## src/rtl/pmod_als_spi_responder.sv

```systemverilog
// Pmod ALS ADC stand-in: shifts a DATA_BITS word out on sdo, MSB first,
// in response to an external SPI master's cs/sck.
module pmod_als_spi_responder #(
  parameter int DATA_BITS   = 16,
  parameter int SYNC_STAGES = 2
) (
  input  logic                 clock,
  input  logic                 reset,
  input  logic                 cs,
  input  logic                 sck,
  output logic                 sdo,
  input  logic [DATA_BITS-1:0] value,
  output logic                 busy,
  output logic                 frame_done,
  output logic                 frame_error,
  output logic [7:0]           frame_count
);

  localparam int CW = $clog2(DATA_BITS + 1);
  localparam logic [CW-1:0] FULL = CW'(DATA_BITS);

  typedef enum logic {IDLE, SHIFT} state_t;

  logic [SYNC_STAGES-1:0] cs_sync;
  logic [SYNC_STAGES-1:0] sck_sync;
  logic                   cs_hist;
  logic                   sck_hist;
  logic [SYNC_STAGES:0]   vld;
  logic                   cs_s;
  logic                   sck_s;
  logic                   live;
  logic                   cs_fall_q;
  logic                   cs_rise_q;
  logic                   sck_fall_q;

  state_t                 state;
  logic [DATA_BITS-1:0]   shreg;
  logic [CW-1:0]          cnt;

  assign cs_s  = cs_sync[SYNC_STAGES-1];
  assign sck_s = sck_sync[SYNC_STAGES-1];
  // History flop only reflects the real pin once the reset ones have drained,
  // so a cs held low across reset never looks like a falling edge.
  assign live  = vld[SYNC_STAGES];

  always_ff @(posedge clock) begin
    if (reset) begin
      cs_sync    <= '1;
      sck_sync   <= '1;
      cs_hist    <= 1'b1;
      sck_hist   <= 1'b1;
      vld        <= '0;
      cs_fall_q  <= 1'b0;
      cs_rise_q  <= 1'b0;
      sck_fall_q <= 1'b0;
    end else begin
      cs_sync    <= {cs_sync[SYNC_STAGES-2:0], cs};
      sck_sync   <= {sck_sync[SYNC_STAGES-2:0], sck};
      cs_hist    <= cs_s;
      sck_hist   <= sck_s;
      vld        <= {vld[SYNC_STAGES-1:0], 1'b1};
      cs_fall_q  <= live & cs_hist & ~cs_s;
      cs_rise_q  <= live & ~cs_hist & cs_s;
      sck_fall_q <= live & sck_hist & ~sck_s;
    end
  end

  always_ff @(posedge clock) begin
    if (reset) begin
      state       <= IDLE;
      shreg       <= '0;
      cnt         <= '0;
      sdo         <= 1'b0;
      busy        <= 1'b0;
      frame_done  <= 1'b0;
      frame_error <= 1'b0;
      frame_count <= '0;
    end else begin
      frame_done  <= 1'b0;
      frame_error <= 1'b0;
      unique case (state)
        IDLE: begin
          sdo  <= 1'b0;
          busy <= 1'b0;
          if (cs_fall_q) begin
            state <= SHIFT;
            busy  <= 1'b1;
            shreg <= value;
            cnt   <= '0;
          end
        end
        SHIFT: begin
          busy <= 1'b1;
          if (cs_rise_q) begin
            state <= IDLE;
            busy  <= 1'b0;
            sdo   <= 1'b0;
            if (cnt == FULL) begin
              frame_done  <= 1'b1;
              frame_count <= frame_count + 8'd1;
            end else begin
              frame_error <= 1'b1;
            end
          end else if (sck_fall_q) begin
            if (cnt != FULL) begin
              sdo   <= shreg[DATA_BITS-1];
              shreg <= {shreg[DATA_BITS-2:0], 1'b0};
              cnt   <= cnt + CW'(1);
            end else begin
              sdo <= 1'b0;
            end
          end
        end
        default: state <= IDLE;
      endcase
    end
  end

endmodule

```

## config.mk

```make
export PLATFORM = sky130hd
export DESIGN_NAME = pmod_als_spi_responder
export DESIGN_NICKNAME = d
export VERILOG_FILES = /design/src/rtl/pmod_als_spi_responder.sv
export SDC_FILE = /design/constraint.sdc
export NUM_CORES = 1
export LEC_CHECK = 0
export ABC_AREA = 1
export BUFFER_PORTS_ARGS = -buffer_cell sky130_fd_sc_hd__buf_2
export CORE_MARGIN = 2
export CORE_UTILIZATION = 40
export CTS_BUF_LIST = sky130_fd_sc_hd__clkbuf_8
export DETAILED_ROUTE_END_ITERATION = 8
export GPL_TIMING_DRIVEN = 0
export PLACE_DENSITY = 0.7
export SETUP_SLACK_MARGIN = 0.4
export SYNTH_ARGS = -nofsm -noshare
export SYNTH_HDL_FRONTEND = slang
export SYNTH_SLANG_ARGS = --single-unit
```

## constraint.sdc

```tcl
create_clock -name clock -period 1.75 [get_ports clock]
set_input_delay 0.525 -clock clock [delete_from_list [all_inputs] [get_ports clock]]
set_output_delay 0.525 -clock clock [all_outputs]
set_load 0.005 [all_outputs]
```

==> flow_summary.yaml <==
status:
  status: "finished, final reports clean"
global_routing:
  grt_first_pass_wirelength_microns: 7196
  grt_pass1_vias: 1676
  grt-ovfl-total: 0
  grt_usage_pct: 16.62
  grt_max_degree: 16
  grt_antenna_before_repair: 0
drt:
  wl_per_cell_microns: 10.93
  dr.pass1.iters: 4
  vias: 1894
  drtAntennaViolNets: 0
  drt-initial-drc-count: 130
  drcViolationCount: 0
  via_per_inst: 4.597
  wl_microns: 4505
power_and_ir_drop:
  leakage_nw: 1.234
  p_per_area_nw_per_um2: 703.6
  ir_drop_uv: 505.3
finish:
  nFillCells: 479
  layout_common_cells: "68 x nand2_1, 53 x nor2_1, 35 x dfxtp_1"
  final_common_cell: "nand2_1"
  diodes: 0
  area_delta_synth_final_pct: 27.87
  final_util_pct: 53.62
  fin_cells: 412
  nets: 367
  drive_above_1_share_pct: 30.72
synthesis:
  syn_area_sq_um: 2007
  synth_compound_area_share_pct: 7.855
  ys_warn_count: 0
  yosysSeqAreaShare_pct: 44.89
  synth_top_family_by_area: "simple AND/OR/NAND/NOR gates"
  synth_nets: 319
  synth.area.mux_share_pct: 0
  synthXorXnorAreaFrac_pct: 0
  synth_cell_types: 20
  synth_adder_area_share_pct: 1.870
  ys_ff_latch: 45
  postSynthAreaPerCell_sq_um: 6.780
  syn-instance-count: 296
  yosys.area_share.simple_pct: 34.41
sta:
  finClkSkew_ns: 0.003175
  whs_ns: 0.3966
  timing.setup.tns_ns: 0
  worst_slew_pin_slew_ns: 0.5296
  finalSetupViolations: 0
  period_minus_slack_ns: 1.357
  fmax_mhz: 736.8
  min_period_over_period_pct: 77.55
  slew_headroom_pct: 64.70
  hold_viol_final: 0
  finalMaxSlewViolations: 0
  rsz0062_at_grt: "true"
placed_design:
  place_congestion: 0.7732
  placedCellCount: 394
  port_buffers: 31
  dp.final_hpwl_microns: 2785
cts:
  clockRootBuffer: "clkbuf_8"
  clk_pin_slew_ns: 0.09
  cts_tree: "built"
  clk_latency_ns: 0.30
  ctsHtreeMaxLevel: 2
  cts_buffer_depth: 2
  hold_buffers: 0
  clock_sinks: 45
  cts-buffers-inserted: 5
hold_path:
  min-delay-path-class: "input pin to flip-flop"
setup_path:
  cpMaxStageDelayCell: "dfxtp_2"
  crit_buf_inv: 3
  cp-start-kind: "flip-flop"
  crit_chain: "inv_2 > ha_4 > nand2_4 > inv_4 > nand3_4 > nand3_4 > buf_6 > nand2_2 > nand2_2 > nor2_1"
  required_ns: 2.00
  cp_slowest_stage_delay_ns: 0.35
  worstSetupPathType: "flip-flop to flip-flop"
  arrival_ns: 1.60
  path_max_fanout: 5
  reg2reg_slack_ns: 0.39
  cp_top_family: "simple AND/OR/NAND/NOR gates"
  critPathCaptureType: "flip-flop"
die:
  start_util_pct: 41.93
  coreArea_sq_um: 4786
  pin_count: 32
  die_w_microns: 74.83
  die_y_microns: 74.83
  row_count: 25
  dieArea_sq_um: 5600
run:
  max_cap_violations: 0
[per-layer routing]
layer | routed length (microns) | GRT usage, % | vias up
li1 | - | - | 1001
met1 | 2093 | 20.73 | 850
met2 | 2164 | 27.97 | 38
met3 | 200 | 4.016 | 5
met4 | 46 | 5.952 | 0
met5 | 0 | 0 | -
[worst register-to-register path, cell delays in order, from the launching register on]
cell     delay (ns)
dfxtp_2        0.35
inv_2          0.06
ha_4           0.16
nand2_4        0.08
inv_4          0.05
nand3_4        0.09
nand3_4        0.13
buf_6          0.17
nand2_2        0.07
nand2_2        0.04
nor2_1         0.11
[final timing paths]
kind                     end  cells after the start  startpoint
setup / recovery    shreg[1]                     10      cnt[0]
hold / removal    cs_sync[0]                      2          cs
setup reg to reg    shreg[1]                     10      cnt[0]
hold reg to reg       vld[1]                      2      vld[0]
[logic make-up after synthesis]
group | count (synthesis)
AO/OA/AOI/OAI | 31
adder cells (fa/ha/maj) | 3
buffers and inverters | 50
flip-flops | 45
AND/OR/NAND/NOR | 167
[cells in the mapped netlist]
cell type	number	area (sq um)
nand3_1	8	40.04
buf_6	4	45.04
nand3_4	1	17.52
nand2_1	82	307.8
inv_1	37	138.9
nor3_1	2	10.01
nor2_2	1	6.260
nand2_2	3	18.77
a21oi_1	11	55.05
o21ai_0	19	95.09
nor2_1	59	221.5
nand4_1	6	37.54
ha_1	3	37.54
clkbuf_1	4	15.01
or2_2	5	31.28
buf_2	2	10.01
dfxtp_1	45	900.9
inv_2	2	7.510
o211ai_1	1	7.510
buf_1	1	3.750
[cell type report]
cell class / count / area [sq um] / share of cell area (%)
clock buffers: 5 / 68.82 / 2.682
repair buffers: 39 / 236.5 / 9.215
flip-flops and latches: 45 / 915.9 / 35.69
inverters: 39 / 148.9 / 5.802
well taps: 67 / 83.83 / 3.267
clock inverters: 3 / 22.52 / 0.8776
multi-input cells: 203 / 1015 / 39.54
plain buffers: 11 / 75.07 / 2.925
[where the power goes]
| part | total, mW | internal, mW | switching (mW) |
|---|---|---|---|
| clock network | 0.649 | 0.280 | 0.369 |
| registers | 1.04 | 1.04 | 0.00612 |
| logic | 0.113 | 0.0498 | 0.0632 |
| total | 1.81 | 1.37 | 0.438 |
[through the flow]
stage | total power [mW] | setup WS [ns] | cell area, sq um
after floorplan | 1.129 | 0.4064 | 2007
after global placement | 1.164 | 0.2798 | 2246
after detailed placement | 1.167 | 0.2405 | 2246
after CTS | 1.812 | 0.3850 | 2444
after global routing | 1.876 | 0.3279 | 2566
final | 1.805 | 0.3928 | 2566
[state kept, by name, summed over array words and instances (netlist names)]
signal       count
sdo              1
vld              3
cs_rise_q        1
state            1
frame_count      8
sck_sync         2
cs_sync          2
cnt              5
cs_fall_q        1
sck_hist         1
frame_error      1
sck_fall_q       1
frame_done       1
shreg           16
cs_hist          1
[timing repair]
action | 4_1_cts | 5_1_grt
pin swaps | 3 | 9
gates cloned | 4 | 2
endpoints found under the hold margin | 0 | 0
setup endpoints to repair | 35 | 33
buffers inserted | 3 | 1
gates resized for setup | 24 | 35
(Power assumes the default switching activity.)
